File: src/rtl/lsh_rom_reader.sv
// lsh_rom_reader: burst reader from the LSH table ROM into a valid/ready stream.
// A command (base, count) is range checked first. Sequential reads are then
// issued only while a credit reserves FIFO space for every word not yet popped,
// so a stalled consumer never causes a returned ROM word to be dropped.
//
// Handshakes: a command transfers on a rising edge where cmd_valid && cmd_ready;
// a stream word transfers on a rising edge where out_valid && out_ready.
// Once raised, out_valid holds with out_data/out_last stable until that transfer.
`timescale 1ns/1ps
module lsh_rom_reader #(
   parameter int ADDR_W     = 22,
   parameter int DATA_W     = 80,
   parameter int ROM_DEPTH  = 4096000,
   parameter int CNT_W      = 16,
   parameter int FIFO_DEPTH = 2
) (
   input  logic              clock,
   input  logic              reset_n,
   input  logic              cmd_valid,
   output logic              cmd_ready,
   input  logic [ADDR_W-1:0] cmd_base,
   input  logic [CNT_W-1:0]  cmd_count,
   output logic              rom_me,
   output logic [ADDR_W-1:0] rom_addr,
   input  logic [DATA_W-1:0] rom_q,
   output logic              out_valid,
   input  logic              out_ready,
   output logic [DATA_W-1:0] out_data,
   output logic              out_last,
   output logic              done,
   output logic              err,
   output logic [1:0]        fsm_state
);

   localparam int PW = (FIFO_DEPTH > 1) ? $clog2(FIFO_DEPTH) : 1;
   localparam int OW = $clog2(FIFO_DEPTH + 1);

   typedef enum logic [1:0] {
      IDLE  = 2'd0,
      READ  = 2'd1,
      DRAIN = 2'd2,
      DONE  = 2'd3
   } state_t;

   state_t            state;
   logic [ADDR_W-1:0] next_addr;
   logic [CNT_W-1:0]  remaining;
   logic              inflight;       // a read was issued last cycle; its word is on rom_q now
   logic              inflight_last;  // that read was the final word of the command
   logic              err_r;

   logic [DATA_W-1:0] fifo_data [FIFO_DEPTH];
   logic              fifo_last [FIFO_DEPTH];
   logic [PW-1:0]     wr_ptr;
   logic [PW-1:0]     rd_ptr;
   logic [OW-1:0]     occ;

   logic              pop;
   logic              push;
   logic              issue;
   logic              drained;
   logic              range_bad;
   logic [OW:0]       used;
   logic [OW:0]       limit;
   logic [ADDR_W:0]   end_addr;

   // Credit, range check and drain detection. A read issued now lands in the
   // FIFO one cycle later, so it is allowed only if occupancy plus the word
   // already in flight leaves room, counting a pop happening this cycle.
   always_comb begin
      cmd_ready = (state == IDLE);
      out_valid = (occ != '0);
      pop       = out_valid && out_ready;
      push      = inflight;
      used      = (OW+1)'(occ) + (OW+1)'(inflight);
      limit     = (OW+1)'(FIFO_DEPTH) + (OW+1)'(pop);
      issue     = (state == READ) && (remaining != '0) && (used < limit);
      drained   = !inflight && (occ == OW'(pop));
      end_addr  = (ADDR_W+1)'(cmd_base) + (ADDR_W+1)'(cmd_count);
      range_bad = end_addr > (ADDR_W+1)'(ROM_DEPTH);
   end

   assign rom_me    = issue;
   assign rom_addr  = next_addr;
   assign out_data  = fifo_data[rd_ptr];
   assign out_last  = out_valid && fifo_last[rd_ptr];
   assign done      = (state == DONE);
   assign err       = err_r;
   assign fsm_state = state;

   // Command FSM: accept/range check, sequential issue, drain, done pulse.
   always_ff @(posedge clock) begin
      if (!reset_n) begin
         state         <= IDLE;
         next_addr     <= '0;
         remaining     <= '0;
         inflight      <= 1'b0;
         inflight_last <= 1'b0;
         err_r         <= 1'b0;
      end else begin
         inflight      <= issue;
         inflight_last <= issue && (remaining == CNT_W'(1));
         case (state)
            IDLE: begin
               if (cmd_valid) begin
                  next_addr <= cmd_base;
                  remaining <= cmd_count;
                  if (cmd_count == '0) begin
                     state <= DONE;
                  end else if (range_bad) begin
                     err_r <= 1'b1;
                     state <= DONE;
                  end else begin
                     err_r <= 1'b0;
                     state <= READ;
                  end
               end
            end
            READ: begin
               if (issue) begin
                  next_addr <= next_addr + ADDR_W'(1);
                  remaining <= remaining - CNT_W'(1);
                  if (remaining == CNT_W'(1)) begin
                     state <= DRAIN;
                  end
               end
            end
            DRAIN: begin
               if (drained) begin
                  state <= DONE;
               end
            end
            default: begin
               state <= IDLE;
            end
         endcase
      end
   end

   // Output FIFO: captures rom_q the cycle after each issue, head drives the stream.
   always_ff @(posedge clock) begin
      if (!reset_n) begin
         wr_ptr <= '0;
         rd_ptr <= '0;
         occ    <= '0;
         for (int i = 0; i < FIFO_DEPTH; i++) begin
            fifo_data[i] <= '0;
            fifo_last[i] <= 1'b0;
         end
      end else begin
         if (push) begin
            fifo_data[wr_ptr] <= rom_q;
            fifo_last[wr_ptr] <= inflight_last;
            wr_ptr <= (wr_ptr == PW'(FIFO_DEPTH - 1)) ? '0 : wr_ptr + PW'(1);
         end
         if (pop) begin
            rd_ptr <= (rd_ptr == PW'(FIFO_DEPTH - 1)) ? '0 : rd_ptr + PW'(1);
         end
         occ <= occ + OW'(push) - OW'(pop);
      end
   end

   // The credit scheme must make a push into a full FIFO impossible.
   push_when_full: assert property (@(posedge clock) disable iff (!reset_n)
      !(push && (occ == OW'(FIFO_DEPTH))));

endmodule
File: config.mk
export PLATFORM = sky130hd
export DESIGN_NAME = lsh_rom_reader
export DESIGN_NICKNAME = d
export VERILOG_FILES = /design/src/rtl/lsh_rom_reader.sv
export SDC_FILE = /design/constraint.sdc
export NUM_CORES = 1
export LEC_CHECK = 0
export CORE_MARGIN = 10
export CORE_UTILIZATION = 35
export CTS_CLUSTER_DIAMETER = 100
export CTS_CLUSTER_SIZE = 14
export DETAILED_ROUTE_END_ITERATION = 6
export RECOVER_POWER = 50
export REMOVE_ABC_BUFFERS = 1
export SYNTH_ARGS = -nofsm -noshare
export SYNTH_HDL_FRONTEND = slang
export SYNTH_SLANG_ARGS = --single-unit
File: constraint.sdc
create_clock -name clock -period 4.75 [get_ports clock]
set_input_delay 1.1875 -clock clock [delete_from_list [all_inputs] [get_ports clock]]
set_output_delay 1.1875 -clock clock [all_outputs]
set_load 0.02 [all_outputs]
==> results.md, run 1 <==
- First-pass GRT wire length: 47.0 mm
- Core Area: 30400 um^2
- CP required: 3.56 ns
- Total Wirelength: 30.2 mm
- Die span in y: 195 um
- CTS Sinks: 210
- Final ANT Viol Nets: 0
- Clk Latency, worst-skew pair: 0.49 ns
- Fraction of registers with async set/reset: 0
- R2R Path End: fifo_data[0][36]
- Combinational family with the most area after synthesis: simple AND/OR/NAND/NOR gates
- Unrepaired setup endpoints after global routing: no
- Vias in the first global route: 8214
- Hold_sp: inflight_last
- Final setup vio count: 0
- Worst Clk Skew: 0.0108 ns
- Final core occ: 0.460
- Min Hold Slack: 0.472 ns
- Count of antenna diodes in the layout: 0
- PwrDens: 499 nW/um^2
- #FFs+latches synth: 210
- Status: finished, violations left
- Endpoints failing hold: 0
- Clk Tree Root Cell: clkbuf_16
- RePlAce Congestion: 0.836
- R2R depth: 3
- Xor/xnor share of the synthesized area: 0.0114
- Site Rows: 64
- CTS tree: yes
- Synth Area in Simple Gates: 0.196
- Setup crit end kind: primary output
- GR Overflow Total: 0
- Synthesis-to-layout area growth: 30.1%
- Portion of total power attributed to the clock network: 0.206
- Adder-Cell Fraction of Synth Area: 0.0333
- Hold Crit Class: reg -> reg
- R2r setup slk: 1.36 ns
- Via count: 8095
- Die width: 195 um
- Max-cap violation count: 5
- Switch share: 0.368
- Ys Warns: 0
- Min Tclk post-route: 4.12 ns
- First-pass DRT Iterations: 4
- Post-synthesis mux area share: 0.0896
- Initial Utilization: 0.354
- Avg Cell Area, Syn: 11.1 um^2
- Reg-to-Reg Start: inflight
- Distinct cells, synth: 69
- Cells after synthesis: 965
- Failing checks: max-capacitance violations, max-slew violations
- Sequential share of the synthesized area: 0.540
- Static Leak: 5.10 nW
- Top_reg_cell synth: edfxtp_1
- Via density: 5.11
- Comb power frac: 0.426
- Most common cell after layout, fill and taps aside: clkdlybuf4s50_1
- Worst Max-Slew Pin Slew: 2.07 ns
- Slew headroom: -0.381
- Die area: 38100 um^2
- Layout cells sized above 1: 0.108
- Post-Syn Area: 10800 um^2
- Commonest non-fill, non-tap cells in the layout: clkdlybuf4s50_1 (229), edfxtp_1 (160), and2_1 (154)
- Post-CTS Hold Buffers: 0
- Clk buf depth: 3
- Post-CTS Setup Bufs: 0
- Worst Hold Path EP: fifo_last[1]
- Compound-Gate Fraction of Synth Area: 0.102
- P_sw: 2.57 mW
- DRC violations left: 0
- Fmax: 243 MHz
- Nets: 1324
- Post-DR wirelength/cell: 19.1 um
- Total negative slack: 0 ns
- Flop pwr share: 0.369
- Fin crit share: 0.868
- Gr usage total: 0.151
- Total CTS buffers: 19
- Port Buf Inserts: 231
- Cell-internal power: 4.42 mW
- H-tree depth: 1
- Clock transition at path regs: 0.06 ns
- CTS resizes: 0
- EDFF count, synth: 160
- Initial DRC count: 384
- HPWL Detailed: 20.6 mm
- Hold path depth: 2
- Max FO, Critical Path: 5
- VDD IR max: 0.000232 V
- Slew Viols, Final: 266
- Kind of critical path: in -> out
- Antenna violations before repair: 0
- CP arrival: 2.94 ns
- Crit start category: input pin
- Largest net degree at the start of global routing: 83
- # IOs: 232
-- Yosys cell counts (10+ instances only) --
cell type	instances	share of area
o21ai_1	31	0.014
nor3_1	16	0.0074
nand3_1	16	0.0074
edfxtp_1	160	0.45
ha_1	27	0.031
clkbuf_1	47	0.016
dfxtp_1	50	0.093
a21oi_1	52	0.024
nand2_1	51	0.018
o21ai_0	17	0.0079
mux2_2	81	0.085
inv_1	16	0.0056
and2_1	182	0.11
xnor2_1	10	0.0081
nor2_1	49	0.017
and3_1	13	0.0076
-- kinds of logic (layout without fill, tap and decap cells) --
logic type,count (synthesis),in the layout
AND/OR/NAND/NOR,378,378
flip-flops,210,210
adder cells (fa/ha/maj),28,28
buffers and inverters,75,297
XOR/XNOR,14,14
AO/OA/AOI/OAI,174,174
multiplexers,86,86
-- through the flow --
step                      std cells  cell area [um^2]  power, mW  worst slack (ns)
final                          1583             14000       6.99             0.627
after global routing           1583             14000       7.43             0.522
after CTS                      1583             14000       7.08             0.662
after detailed placement       1549             13500       5.62             0.396
after global placement         1549             13500       5.59             0.499
after floorplan                 910             10500       4.36            0.0467
-- critical path: stages --
cell             delay (ns)
dlygate4sd3_1          0.52
nand2_1                0.11
o21ai_0                0.17
and4b_4                0.28
clkdlybuf4s50_1        0.66
-- flip-flops by register name, indices dropped and copies added (netlist names), named ones only --
| signal | cells |
|---|---|
| err | 1 |
| fifo_data | 160 |
| fifo_last | 2 |
| fsm_state | 2 |
| inflight | 1 |
| inflight_last | 1 |
| occ | 2 |
| rd_ptr | 1 |
| remaining | 16 |
| rom_addr | 22 |
| wr_ptr | 1 |
-- how the worst max path moves through the flow --
| stage | start | endpoint | depth (start not counted) |
|---|---|---|---|
| 2_1_floorplan | reset_n | fifo_data[1][0] | 2 |
| 3_3_place_gp | cmd_count[0] | err | 12 |
| 3_5_place_dp | cmd_count[0] | err | 12 |
| 4_1_cts | out_ready | rom_me | 5 |
| 5_1_grt | out_ready | rom_me | 5 |
| 6_report | out_ready | rom_me | 5 |
-- power groups by stage --
stage / sequential, mW / clock, mW / combinational [mW]
final: 2.58 / 1.44 / 2.97
after detailed placement: 2.61 / 0 / 3.01
after global placement: 2.60 / 0 / 2.99
after floorplan: 2.66 / 0 / 1.70
after CTS: 2.57 / 1.49 / 3.02
after global routing: 2.62 / 1.54 / 3.26
-- final cells by class --
| type | instances | area, um^2 |
|---|---|---|
| inverters | 20 | 75.1 |
| flip-flops and latches | 210 | 5810 |
| fillers | 2881 | 16400 |
| clock buffers | 30 | 517 |
| repair buffers | 243 | 2410 |
| multi-input cells | 680 | 4670 |
| clock inverters | 4 | 30.0 |
| well taps | 396 | 495 |
-- metal layers --
metal	up-vias	routed length (um)	global-route usage
met5	-	0	0
met3	31	2110	0.0384
met1	3922	13700	0.200
li1	3910	-	-
met4	0	436	0.0286
met2	232	13900	0.245
(Power assumes the default switching activity.)
==> run 2: changes to the inputs <==
--- a/config.mk
+++ b/config.mk
@@ -11,4 +11,6 @@
 export CTS_CLUSTER_SIZE = 14
 export DETAILED_ROUTE_END_ITERATION = 6
+export DONT_BUFFER_PORTS = 1
+export GPL_ROUTABILITY_DRIVEN = 0
 export RECOVER_POWER = 50
 export REMOVE_ABC_BUFFERS = 1
==> constraint.sdc (replaced) <==
create_clock -name clock -period 4.75 [get_ports clock]
set_input_delay 0.95 -clock clock [delete_from_list [all_inputs] [get_ports clock]]
set_output_delay 0.95 -clock clock [all_outputs]
set_load 0.02 [all_outputs]
==> results.md, run 2 (synthesis results as in run 1) <==
- Slew Viols, Final: 158 (-41%)
- Synthesis-to-layout area growth: 8.44%
- Register Area: 5810 um^2 (unchanged)
- Setup crit end kind: register
- Port Buf Inserts: 0 (-100%)
- Endpoints failing hold: 0 (unchanged)
- Clock transition at path regs: 0.07 ns (about the same)
- Final core occ: 0.383 (-0.0767)
- Fmax: 282 MHz (+16%)
- Layout cells sized above 1: 0.131 (+0.0229)
- Most common cell after layout, fill and taps aside: edfxtp_1
- Max FO, Critical Path: 54 (+49)
- CTS resizes: 0 (unchanged)
- Worst Max-Slew Pin Slew: 2.73 ns (+0.659 ns)
- Clk Latency, worst-skew pair: 0.50 ns (about the same)
- R2R depth: 3 (unchanged)
- Post-DR wirelength/cell: 21.0 um (+9.9%)
- Hold Crit Class: reg -> reg
- Post-CTS Setup Bufs: 0 (unchanged)
- Reg-to-Reg Start: inflight
- CP startpoint: reset_n
- Kind of critical path: in -> reg
- R2R Path End: fifo_data[1][49]
- Hold path depth: 2 (unchanged)
- Commonest non-fill, non-tap cells in the layout: edfxtp_1 (160), and2_1 (132), mux2_2 (81)
- Final setup vio count: 0 (unchanged)
- GR Overflow Total: 0 (unchanged)
- CP required: 4.80 ns (+1.24 ns)
- Vias in the first global route: 7064 (-14%)
- First-pass GRT wire length: 43.3 mm (-7.8%)
- Initial Utilization: 0.354 (unchanged)
- CP arrival: 3.60 ns (+0.66 ns)
- Hold_sp: fifo_last[1]
- Gr usage total: 0.141 (-0.00984)
- Die span in y: 195 um (unchanged)
- Max-cap violation count: 4 (-1)
- Failing checks: max-capacitance violations, max-slew violations
- Largest net degree at the start of global routing: 83 (unchanged)
- # IOs: 232 (unchanged)
- Slew headroom: -0.825 (-0.443)
- CTS tree: yes
- Via density: 5.31 (+3.9%)
- Min Hold Slack: 0.474 ns (+0.00248 ns)
- Site Rows: 64 (unchanged)
- Die area: 38100 um^2 (unchanged)
- Via count: 7180 (-11%)
- R2r setup slk: 1.22 ns (-0.14 ns)
- H-tree depth: 1 (unchanged)
- Total Wirelength: 28.3 mm (-6.1%)
- VDD IR max: 0.000308 V (+33%)
- Core Area: 30400 um^2 (unchanged)
- Initial DRC count: 352 (-8.3%)
- Count of antenna diodes in the layout: 0 (unchanged)
- Nets: 1093 (-17%)
- Final ANT Viol Nets: 0 (unchanged)
- First-pass DRT Iterations: 4 (unchanged)
- Antenna violations before repair: 0 (unchanged)
- Crit start category: input pin
- PwrDens: 542 nW/um^2 (+8.7%)
- Unrepaired setup endpoints after global routing: no
- Worst Hold Path EP: fifo_last[1]
- Max reg flops: 160 (unchanged)
- Biggest register: fifo_data
- HPWL Detailed: 19.6 mm (-4.6%)
- DRC violations left: 0 (unchanged)
- Die width: 195 um (unchanged)
- CTS Sinks: 210 (unchanged)
- Total CTS buffers: 19 (unchanged)
- Static Leak: 4.20 nW (-18%)
- Total negative slack: 0 ns (unchanged)
- Filler cell count: 3011 (+4.5%)
- Min Tclk post-route: 3.54 ns (-0.580 ns)
- Clk buf depth: 3 (unchanged)
- Post-CTS Hold Buffers: 0 (unchanged)
- Fin crit share: 0.746 (-0.122)
- Worst Clk Skew: 0.0200 ns (+0.00916 ns)
- Status: finished, violations left
- Clk Tree Root Cell: clkbuf_16
- Multi-input gate area: 4660 um^2 (-0.11%)
-- run 2: final cells by class --
cell class / count / share of cell area
multi-input combinational: 680 / 0.400
tap: 396 / 0.0425
sequential: 210 / 0.498
clock buffer: 31 / 0.0446
timing repair buffer: 12 / 0.00676
clock inverter: 3 / 0.00225
inverter: 20 / 0.00644
-- run 2: critical path: stages --
cell	delay, ns
and3_2	0.18
nand2b_1	0.66
clkbuf_1	1.74
-- run 2: per-stage QoR --
step | instances | setup WS (ns) | instance area, um^2 | power (mW)
floorplan | 910 | 0.284 | 10500 | 4.36
global placement | 1318 | 1.20 | 11200 | 4.92
detailed placement | 1318 | 1.13 | 11200 | 4.95
CTS | 1352 | 1.59 | 11700 | 6.41
global route | 1352 | 0.896 | 11700 | 6.73
finish | 1352 | 1.21 | 11700 | 6.32
-- run 2: layer usage --
| layer | global-route usage | routed length, um | vias up |
|---|---|---|---|
| li1 | - | - | 3449 |
| met1 | 0.181 | 12000 | 3480 |
| met2 | 0.226 | 13200 | 232 |
| met3 | 0.0536 | 2910 | 19 |
| met4 | 0.0218 | 227 | 0 |
| met5 | 0 | 0 | - |
-- run 2: worst max-delay path by stage --
| stage | slack, ns | end | cells past startpoint |
|---|---|---|---|
| 6_report | 1.21 | fifo_data[1][49] | 3 |
| 2_1_floorplan | 0.28 | fifo_data[1][0] | 2 |
| 4_1_cts | 1.59 | rom_me | 2 |
| 3_3_place_gp | 1.20 | err | 11 |
| 3_5_place_dp | 1.13 | err | 11 |
| 5_1_grt | 0.90 | fifo_data[1][48] | 3 |
-- run 2: where the power goes --
part,total [mW],internal [mW],switching [mW]
combinational,2.21,0.788,1.43
sequential,2.67,2.32,0.349
clock,1.44,0.759,0.678
==> run 3: changes to the inputs <==
Clock period 4.75 ns to 3.35 ns, I/O delays scaled along.
==> results.md, run 3 (synthesis results as in run 1) <==
- Overall Power: 8.94 mW (+41%)
- Vias in the first global route: 6976 (-1.2%)
- Status: finished, violations left
- Post-CTS Setup Bufs: 0 (unchanged)
- Biggest register: fifo_data
- # IOs: 232 (unchanged)
- Total CTS buffers: 19 (unchanged)
- GR Overflow Total: 0 (unchanged)
- CTS resizes: 0 (unchanged)
- Final setup vio count: 0 (unchanged)
- Slew headroom: -0.473 (+0.352)
- Kind of critical path: reg -> reg
- H-tree depth: 1 (unchanged)
- HPWL Detailed: 19.6 mm (-0.21%)
- Final core occ: 0.385 (+0.00160)
- Via density: 5.37 (+1.1%)
- First-pass DRT Iterations: 5 (+1)
- CTS Sinks: 210 (unchanged)
- Nets: 1097 (+0.37%)
- DP Worst Slack: 0.0332 ns (-1.09 ns)
- Hold Crit Class: in -> reg
- Max FO, Critical Path: 5 (-91%)
- Most common cell after layout, fill and taps aside: edfxtp_1
- Clock transition at path regs: 0.07 ns (about the same)
- Count of antenna diodes in the layout: 0 (unchanged)
- Unrepaired setup endpoints after global routing: no
- Commonest non-fill, non-tap cells in the layout: edfxtp_1 (160), and2_1 (146), mux2_2 (81)
- CTS tree: yes
- Worst Clk Skew: 0.0200 ns (+0.0000574 ns)
- Max reg flops: 160 (unchanged)
- Min Tclk post-route: 2.88 ns
- Post-CTS Hold Buffers: 0 (unchanged)
- Instance count on the critical path: 8 (+5)
- CP arrival: 3.28 ns (-0.32 ns)
- Setup crit end kind: register
- Total Wirelength: 28.2 mm (-0.49%)
- Fmax: 347 MHz
- Clk Latency, worst-skew pair: 0.50 ns (about the same)
- Largest net degree at the start of global routing: 83 (unchanged)
- Worst path slowest cell: nor3_1
- Fin crit share: 0.859
- Hold path depth: 1 (-1)
- Delay-heaviest family, CP: simple AND/OR/NAND/NOR gates
- Clk buf depth: 3 (unchanged)
- Synthesis-to-layout area growth: 8.90%
- Post-DR wirelength/cell: 20.9 um (-0.20%)
- Endpoints failing hold: 0 (unchanged)
- CP dominant cell by count: or3_1
- Final ANT Viol Nets: 0 (unchanged)
- Port Buf Inserts: 0 (unchanged)
- Core Area: 30400 um^2 (unchanged)
- VDD IR max: 0.000480 V (+56%)
- Total negative slack: 0 ns (unchanged)
- Via count: 7238 (+0.81%)
- First-pass GRT wire length: 42.7 mm (-1.3%)
- Failing checks: max-capacitance violations, max-slew violations
- Worst Max-Slew Pin Slew: 2.20 ns (-0.527 ns)
- Static Leak: 4.24 nW (+1.0%)
- CP peak stage delay: 0.56 ns (-1.18 ns)
- PwrDens: 763 nW/um^2 (+41%)
- Die span in y: 195 um (unchanged)
- Filler cell count: 2960 (-1.7%)
- Die width: 195 um (unchanged)
- Site Rows: 64 (unchanged)
- Cells along the critical path: ha_1, nand3_1, or3_1, or3_1, nor3_1, a41oi_1, o21ai_1, nor2_1
- DRC violations left: 0 (unchanged)
- CP required: 3.75 ns (-1.05 ns)
- Antenna violations before repair: 0 (unchanged)
- Slew Viols, Final: 189 (+20%)
- Gr usage total: 0.140 (-0.00111)
- Layout cells sized above 1: 0.137 (+0.00580)
- Crit start category: register
- Initial DRC count: 328 (-6.8%)
- Initial Utilization: 0.354 (unchanged)
- R2R depth: 8 (+5)
- Final worst setup slack: 0.472 ns (-0.734 ns)
- Clk Tree Root Cell: clkbuf_16
- Die area: 38100 um^2 (unchanged)
- Bufs and invs on worst path: 0 (-1)
- Max-cap violation count: 4 (unchanged)
run 3: routing by layer:
layer  vias up  part of all wire  track usage
met2       223              0.47        0.223
met1      3536              0.43        0.182
met4         0             0.013       0.0229
li1       3455                 -            -
met3        24             0.087       0.0504
met5         -                 0            0
run 3: path summary, 6_finish.rpt:
check,startpoint,end,slack [ns]
setup / recovery,rom_addr[0],rom_addr[20],0.47
hold / removal,reset_n,remaining[3],0.30
setup reg to reg,rom_addr[0],rom_addr[20],0.47
hold reg to reg,fifo_last[1],fifo_last[1],0.47
run 3: where the power goes:
| group | leakage [nW] | total, mW | internal [mW] | switching (mW) |
|---|---|---|---|---|
| logic | 1.92 | 3.24 | 1.17 | 2.07 |
| registers | 2.07 | 3.72 | 3.29 | 0.430 |
| clock network | 0.252 | 1.98 | 1.04 | 0.942 |
| total | 4.24 | 8.94 | 5.49 | 3.45 |
run 3: per-stage QoR:
step	cells	cell area [um^2]	hold slack, ns
2_1_floorplan	910	10500	0.425
3_3_place_gp	1322	11200	0.456
3_5_place_dp	1322	11200	0.456
4_1_cts	1348	11800	0.264
5_1_grt	1348	11700	0.276
6_report	1348	11700	0.302
run 3: final cells by class:
cell class | count | area, um^2 | share of cell area
sequential | 210 | 5810 | 0.496
multi-input combinational | 680 | 4660 | 0.398
tap | 396 | 495 | 0.0423
clock buffer | 23 | 490 | 0.0419
timing repair buffer | 16 | 158 | 0.0135
inverter | 20 | 75.1 | 0.00641
clock inverter | 3 | 26.3 | 0.00224
